===== config.mk =====
export PLATFORM = sky130hd
export DESIGN_NAME = paula_audio_decimator
export DESIGN_NICKNAME = d
export VERILOG_FILES = /design/src/rtl/paula_audio_decimator.sv
export SDC_FILE = /design/constraint.sdc
export NUM_CORES = 1
export LEC_CHECK = 0
export CAP_MARGIN = 20
export CORE_MARGIN = 2
export CORE_UTILIZATION = 61
export DETAILED_ROUTE_END_ITERATION = 10
export DONT_BUFFER_PORTS = 1
export PLACE_DENSITY_LB_ADDON = 0.25
export SETUP_SLACK_MARGIN = 0.15
export SLEW_MARGIN = 10
export SYNTH_ARGS = -nofsm -noshare
export SYNTH_HDL_FRONTEND = slang
export SYNTH_SLANG_ARGS = --single-unit
export TNS_END_PERCENT = 30

===== constraint.sdc =====
create_clock -name clk -period 5.7 [get_ports clk]
set_clock_uncertainty 0.2 [all_clocks]
set_input_delay 0.285 -clock clk [delete_from_list [all_inputs] [get_ports clk]]
set_output_delay 0.285 -clock clk [all_outputs]
set_load 0.05 [all_outputs]

===== src/rtl/paula_audio_decimator.sv =====
// Paula audio decimator: boxcar-averages 2^DECIM_LOG2 mixer ticks per
// channel and queues the averaged stereo words in a small output FIFO.
module paula_audio_decimator #(
    parameter int DECIM_LOG2 = 3,
    parameter int FIFO_DEPTH = 4
) (
    input  logic        clk,
    input  logic        reset_n,
    input  logic        clk7_en,
    input  logic        enable,
    input  logic [14:0] ldatasum,
    input  logic [14:0] rdatasum,
    input  logic        out_ready,
    output logic        out_valid,
    output logic [15:0] out_left,
    output logic [15:0] out_right,
    output logic        overflow,
    output logic [7:0]  drop_cnt
);

    localparam int PW = $clog2(FIFO_DEPTH);

    typedef enum logic {IDLE, ACCUM} state_t;

    state_t                state;
    logic signed [21:0]    lacc;
    logic signed [21:0]    racc;
    logic signed [21:0]    lsum;
    logic signed [21:0]    rsum;
    logic [14:0]           lavg;
    logic [14:0]           ravg;
    logic [DECIM_LOG2-1:0] cnt;
    logic [31:0]           mem [FIFO_DEPTH];
    logic [PW-1:0]         wr_ptr;
    logic [PW-1:0]         rd_ptr;
    logic [PW:0]           count;
    logic [PW:0]           count_next;
    logic                  tick;
    logic                  terminal;
    logic                  pop;
    logic                  full;
    logic                  push;
    logic                  drop;

    always_comb begin
        lsum = lacc + {{7{ldatasum[14]}}, ldatasum};
        rsum = racc + {{7{rdatasum[14]}}, rdatasum};
        lavg = 15'(lsum >>> DECIM_LOG2);
        ravg = 15'(rsum >>> DECIM_LOG2);
    end

    // A window already running may still finish on the tick enable falls.
    assign tick       = clk7_en && (state == ACCUM || enable);
    assign terminal   = tick && (cnt == '1);
    assign pop        = out_valid && out_ready;
    assign full       = (count == (PW+1)'(FIFO_DEPTH));
    assign push       = terminal && (!full || pop);
    assign drop       = terminal && full && !pop;
    assign count_next = count + (PW+1)'(push) - (PW+1)'(pop);

    assign out_left  = mem[rd_ptr][31:16];
    assign out_right = mem[rd_ptr][15:0];

    always_ff @(posedge clk or negedge reset_n) begin
        if (!reset_n) begin
            state     <= IDLE;
            lacc      <= '0;
            racc      <= '0;
            cnt       <= '0;
            wr_ptr    <= '0;
            rd_ptr    <= '0;
            count     <= '0;
            out_valid <= 1'b0;
            overflow  <= 1'b0;
            drop_cnt  <= '0;
            for (int i = 0; i < FIFO_DEPTH; i++) begin
                mem[i] <= '0;
            end
        end else begin
            state <= enable ? ACCUM : IDLE;

            if (terminal || !enable) begin
                lacc <= '0;
                racc <= '0;
                cnt  <= '0;
            end else if (tick) begin
                lacc <= lsum;
                racc <= rsum;
                cnt  <= cnt + DECIM_LOG2'(1);
            end

            if (push) begin
                mem[wr_ptr] <= {lavg, 1'b0, ravg, 1'b0};
                wr_ptr      <= wr_ptr + PW'(1);
            end
            if (pop) begin
                rd_ptr <= rd_ptr + PW'(1);
            end
            count <= count_next;

            // A word written into an empty FIFO becomes visible one edge later.
            out_valid <= (count != '0) && (count_next != '0);

            overflow <= drop;
            if (drop && drop_cnt != 8'hFF) begin
                drop_cnt <= drop_cnt + 8'd1;
            end
        end
    end

endmodule


# Word level (Yosys, flattened, before mapping)

Index checks and enable logic that the tools add are counted.

Magnitude comparators: 3
Equality and inequality tests: 3
Bitwise operators: 2
Reduce and logical (&&, ||, !) cells: 18
Div/mod/pow operators: 0
Muxes and demuxes: 13
Shift-type cells: 0
$add $sub $neg: 8
$mul: 0

Operators by type and width:

| cell                                                        | number |
|---|---|
| bitwise mux 128 bit                                         | 1 |
| two-way mux 32 bit                                          | 3 |
| two-way mux 22 bit                                          | 4 |
| binary-select mux 32 bit (select 2 bit)                     | 1 |
| demux 32 bit (select 2 bit)                                 | 1 |
| adder 22 bit                                                | 2 |
| logical AND 1 bit                                           | 9 |
| adder 8 x 1 -> 8 bit (second input constant)                | 1 |
| != test 8 bit (second input constant)                       | 1 |
| == test 3 bit (second input constant)                       | 2 |
| >= comparator 3 bit (second input constant)                 | 2 |
| two-way mux 3 bit                                           | 2 |
| inverter 2 -> 3 bit                                         | 2 |
| nonzero test 3 bit                                          | 2 |
| adder 2 x 1 -> 2 bit (second input constant)                | 2 |
| adder 3 x 1 -> 3 bit                                        | 1 |
| adder 3 x 1 -> 3 bit (second input constant)                | 1 |
| logical NOT 1 bit                                           | 3 |
| logical OR 1 bit                                            | 3 |
| less-than comparator 3 x 1 -> 1 bit (second input constant) | 1 |
| subtractor 3 x 1 -> 3 bit                                   | 1 |
| nonzero test 2 bit                                          | 1 |
| two-way mux 1 bit                                           | 1 |

Memory bits (writable): 0
Memories kept: 0
Memory bits (read-only): 0
Logic and storage cells: 61
Latch bits: 0
Bits in registers: 193
Output and inout bits: 42
Input bits: 35

# Depth between registers and ports, before layout

Depth after elaboration: 8
Mapped depth: 14
Mapped depth without buffers: 13

# Worst setup path before layout

OpenSTA, ideal clock, no wires.

Path kind: reg2reg
From: reg out_valid
To: reg out_valid
Buffers on the path: 1
Cell stages (with the launch flop): 13
Library setup time: 124 ps
Arrival: 2650 ps
Setup slack: 2726 ps
Cells stage by stage: dfrtp_1 > nand2_1 > a31oi_1 > buf_2 > inv_1 > ha_1 > inv_1 > ha_1 > inv_1 > fa_1 > xnor2_1 > xnor2_1 > o31a_1

Cells in the longest elaborated chain, start to end: 7

RTL lines:

| what                          | line | RTL |
|---|---|---|
| start, declared               | 14   | `output logic out_valid,` |
| start signal, assigned        | 102  | `out_valid <= (count != '0) && (count_next != '0);` |
| logical AND 1 bit (*)         | 55   | `assign pop = out_valid && out_ready;` |
| logical OR 1 bit              | 57   | `assign push = terminal && (!full \|\| pop);` |
| logical AND 1 bit             | 57   |  |
| adder 3 x 1 -> 3 bit          | 59   | `assign count_next = count + (PW+1)'(push) - (PW+1)'(pop);` |
| subtractor 3 x 1 -> 3 bit (*) | 59   |  |
| net count_next[2]             | 37   | `logic [PW:0] count_next;` |
| nonzero test 3 bit (*)        | 102  |  |
| logical AND 1 bit (*)         | 102  |  |

Mark *: on every way through the listed nets, which the timed path passes. The rest lies on a longest branch.
A chain may end at the register's enable or synchronous reset.

# Worst setup path after layout

From: reg out_valid
To: reg mem[61] in the netlist's numbering

Cells in the longest elaborated chain, start to end: 3

RTL lines:

| what                          | line | RTL |
|---|---|---|
| logical AND 1 bit             | 55   |  |
| logical OR 1 bit              | 57   |  |
| logical AND 1 bit             | 57   |  |
| end signal, assigned by index | 93   | `mem[wr_ptr] <= {lavg, 1'b0, ravg, 1'b0};` |
| end, declared                 | 33   | `logic [31:0] mem [FIFO_DEPTH];` |

No other way between the ends.

==> flow_summary.yaml <==
floorplan:
  row_count: 44
  pin_count: 77
  die_h_um: 125
  fp.dieW_um: 125
  initial_core_util: 0.617
  die-area_um2: 15500
  coreArea_um2: 14400
synth:
  synth_top_cell_area_share: 0.500
  synthFlopType: "dfrtp_1"
  synthCells: 843
  synthArstFlopShare: 1.00
  synth_area_um2: 8860
  yosys-top-cells-area: "dfrtp_1 (50%), o21ai_0 (8.5%), mux4_2 (7.6%)"
  synth_seq_cells: 177
  synth_cell_types: 57
  synth_edf_count: 0
  yosysSeqAreaShare: 0.500
  postSynthAreaPerCell_um2: 10.5
  ys_warn_count: 0
  synth_top_cell_by_area: "dfrtp_1"
sta:
  tightest_slew_ns: 0.953
  fin_crit_sh: 0.644
  max_freq_mhz: 273
  setup_viol: 0
  finalHoldViolCount: 0
  fin_setup_tns_ns: 0
  period_needed_ns: 3.67
  relSlewSlack: 0.363
  final_max_slew_viol_count: 0
  rsz0062_at_grt: "false"
critical_path:
  cp_max_fo: 31
  critPathCaptureType: "flip-flop"
  r2r_slack_ns: 2.03
  cp.depth: 6
  timing.rr.start: "out_valid"
  cp-startpoint: "out_valid"
  crit_path_end: "mem[61]"
  r2r_end: "mem[61]"
  crit_type: "reg -> reg"
  cp_slowest_stage_delay_ns: 0.81
  cp.required_ns: 5.82
  cp_num_buf_inv: 1
  cp_slowest_cell: "nand2_1"
  cp_common_cell: "nand2_1"
  worstPathArrival_ns: 3.78
  start_kind: "flip-flop"
  critical-path-top-delay-family: "simple AND/OR/NAND/NOR gates"
  path_cells: "nand2_1, a31oi_1, nand2_1, buf_4, and2_1, a41o_1"
  worstRegToRegCells: 6
global_routing:
  grt_max_degree: 178
  grtUsageTotal: 0.262
  grt_pass1_wl_um: 32700
  grt_remaining_overflow: 0
  grt_pass1_vias: 6543
  antenna_found_initial: 0
finish:
  finalNetCount: 919
  area_growth_pct: 9.94
  antenna_cells: 0
  fillers: 1032
  fin_area_um2: 9740
  drive_gt1_frac: 0.102
clock_tree:
  clkSinkCount: 177
  cts.path.max_buffers: 2
  worstSkewPairLatency_ns: 0.43
  path_clk_slew_ns: 0.07
  h-tree-depth: 4
  cts_root_buf: "clkbuf_16"
  cts_buffers: 17
  cts_tree: "built"
place:
  gp_congestion: 0.916
  dp.final_hpwl_um: 12800
  place_area_um2: 8970
  port_buffers: 0
detailed_routing:
  wl_um: 19400
  drt_iter0_drc: 423
  vias: 6334
  drc: 0
  drt_pass1_iterations: 5
  via_per_inst: 6.12
  antenna_left: 0
  wl_per_cell_um: 18.8
run_status:
  status: "finished clean"
worst_hold_path:
  hp-class: "in -> reg"
job:
  drv_cap: 0
power_and_ir_drop:
  powerDensity_nw_per_um2: 322
  cellLeakagePower_nw: 4.50
  vdd_drop_max_uv: 198
-- metrics by stage --
step | total power, mW | instances | hold WS, ns | setup slack [ns] | utilization
floorplan | 1.75 | 844 | -0.211 | 2.73 | -
finish | 3.13 | 1035 | 0.0138 | 2.03 | 0.678
CTS | 3.15 | 1034 | 0.00795 | 2.01 | 0.677
detailed placement | 1.87 | 992 | -0.205 | 2.04 | 0.624
global route | 3.26 | 1035 | 0.0367 | 1.66 | 0.678
global placement | 1.85 | 992 | -0.206 | 2.16 | 0.624
-- metal layers --
layer / vias up / share of wire / GRT usage
li1: 2980 / - / -
met1: 3167 / 0.43 / 0.348
met2: 156 / 0.49 / 0.431
met3: 31 / 0.052 / 0.0601
met4: 0 / 0.021 / 0.0899
met5: - / 0 / 0
-- registers in the layout (all words and copies together) (netlist names) --
name / cells
count: 3
lacc: 18
overflow: 1
wr_ptr: 2
out_valid: 1
drop_cnt: 8
rd_ptr: 2
racc: 18
cnt: 3
state: 1
mem: 120
-- kinds of logic after synthesis --
kind of cell    count (synthesis)  share of synthesized area
compound gates                254                      0.167
simple gates                  227                      0.109
flops                         177                      0.500
buf+inv                        58                     0.0270
fa+ha+maj                      46                     0.0675
xor+xnor                       43                     0.0450
mux                            37                     0.0844
other cells                     1                   0.000423
-- area by class of cell --
cell class / count / area, µm² / share of cell area
Sequential cell: 177 / 4430 / 0.455
Clock buffer: 20 / 457 / 0.0469
Timing Repair Buffer: 19 / 193 / 0.0198
Tap cell: 184 / 230 / 0.0236
Clock inverter: 12 / 180 / 0.0185
Inverter: 14 / 52.6 / 0.00539
Multi-Input combinational cell: 609 / 4200 / 0.431
-- repair_timing --
| item | 4_1_cts | 5_1_grt |
|---|---|---|
| resized for setup | 0 | 0 |
| hold buffers | 10 | 0 |
| buffers inserted | 0 | 0 |
| hold endpoints to repair | 185 | 0 |
-- power breakdown --
part           switching, mW  internal [mW]
combinational          0.361          0.194
sequential            0.0319           1.30
clock                  0.487          0.759
-- Yosys cell counts, types with 2 or more instances --
cell / n
a31oi_1: 5
nand2b_1: 2
nand2_1: 172
inv_1: 14
buf_1: 2
o211ai_1: 2
clkbuf_1: 29
nand4b_1: 3
mux2i_1: 5
a211oi_1: 3
buf_4: 2
a221oi_2: 2
a21o_1: 15
xnor2_1: 27
and2_1: 7
o21bai_1: 4
o21ai_1: 13
o31ai_1: 2
mux4_2: 30
or3_1: 4
and3_1: 6
xor2_1: 14
dfrtp_1: 177
nor2_1: 10
a21oi_1: 32
nor2b_1: 7
a21boi_2: 2
a22o_1: 7
ha_1: 43
nand4_1: 5
a41o_1: 4
o21ai_0: 150
buf_2: 10
nand3_1: 7
fa_1: 3
mux2_2: 2
-- worst min-delay path by stage --
stage / startpoint / end / slack, ns / cells past startpoint
finish: clk7_en / racc[0] / 0.01 / 3
global route: ldatasum[14] / mem[63] / 0.04 / 2
CTS: clk7_en / racc[0] / 0.008 / 3
detailed placement: reset_n / mem[71] / -0.20 / 0
global placement: reset_n / racc[13] / -0.21 / 0
floorplan: reset_n / cnt[0] / -0.21 / 0
-- layout by cell type (no fill, tap or decap), types with 10 or more instances in the layout --
cell       synthesis  final
a21o_1            15     15
a21oi_1           32     32
clkbuf_16          0     17
dfrtp_1          177    176
ha_1              43     43
inv_1             14     14
mux4_2            30     30
nand2_1          172    172
nor2_1            10     10
o21ai_0          150    150
o21ai_1           13     13
xnor2_1           27     27
xor2_1            14     14
-- worst reg2reg max path: stages, from the launching register on --
cell     delay [ns]
dfrtp_1        0.65
nand2_1        0.21
a31oi_1        0.79
nand2_1        0.81
buf_4          0.50
and2_1         0.20
a41o_1         0.20
No activity file was read; power rests on OpenSTA's default activity.
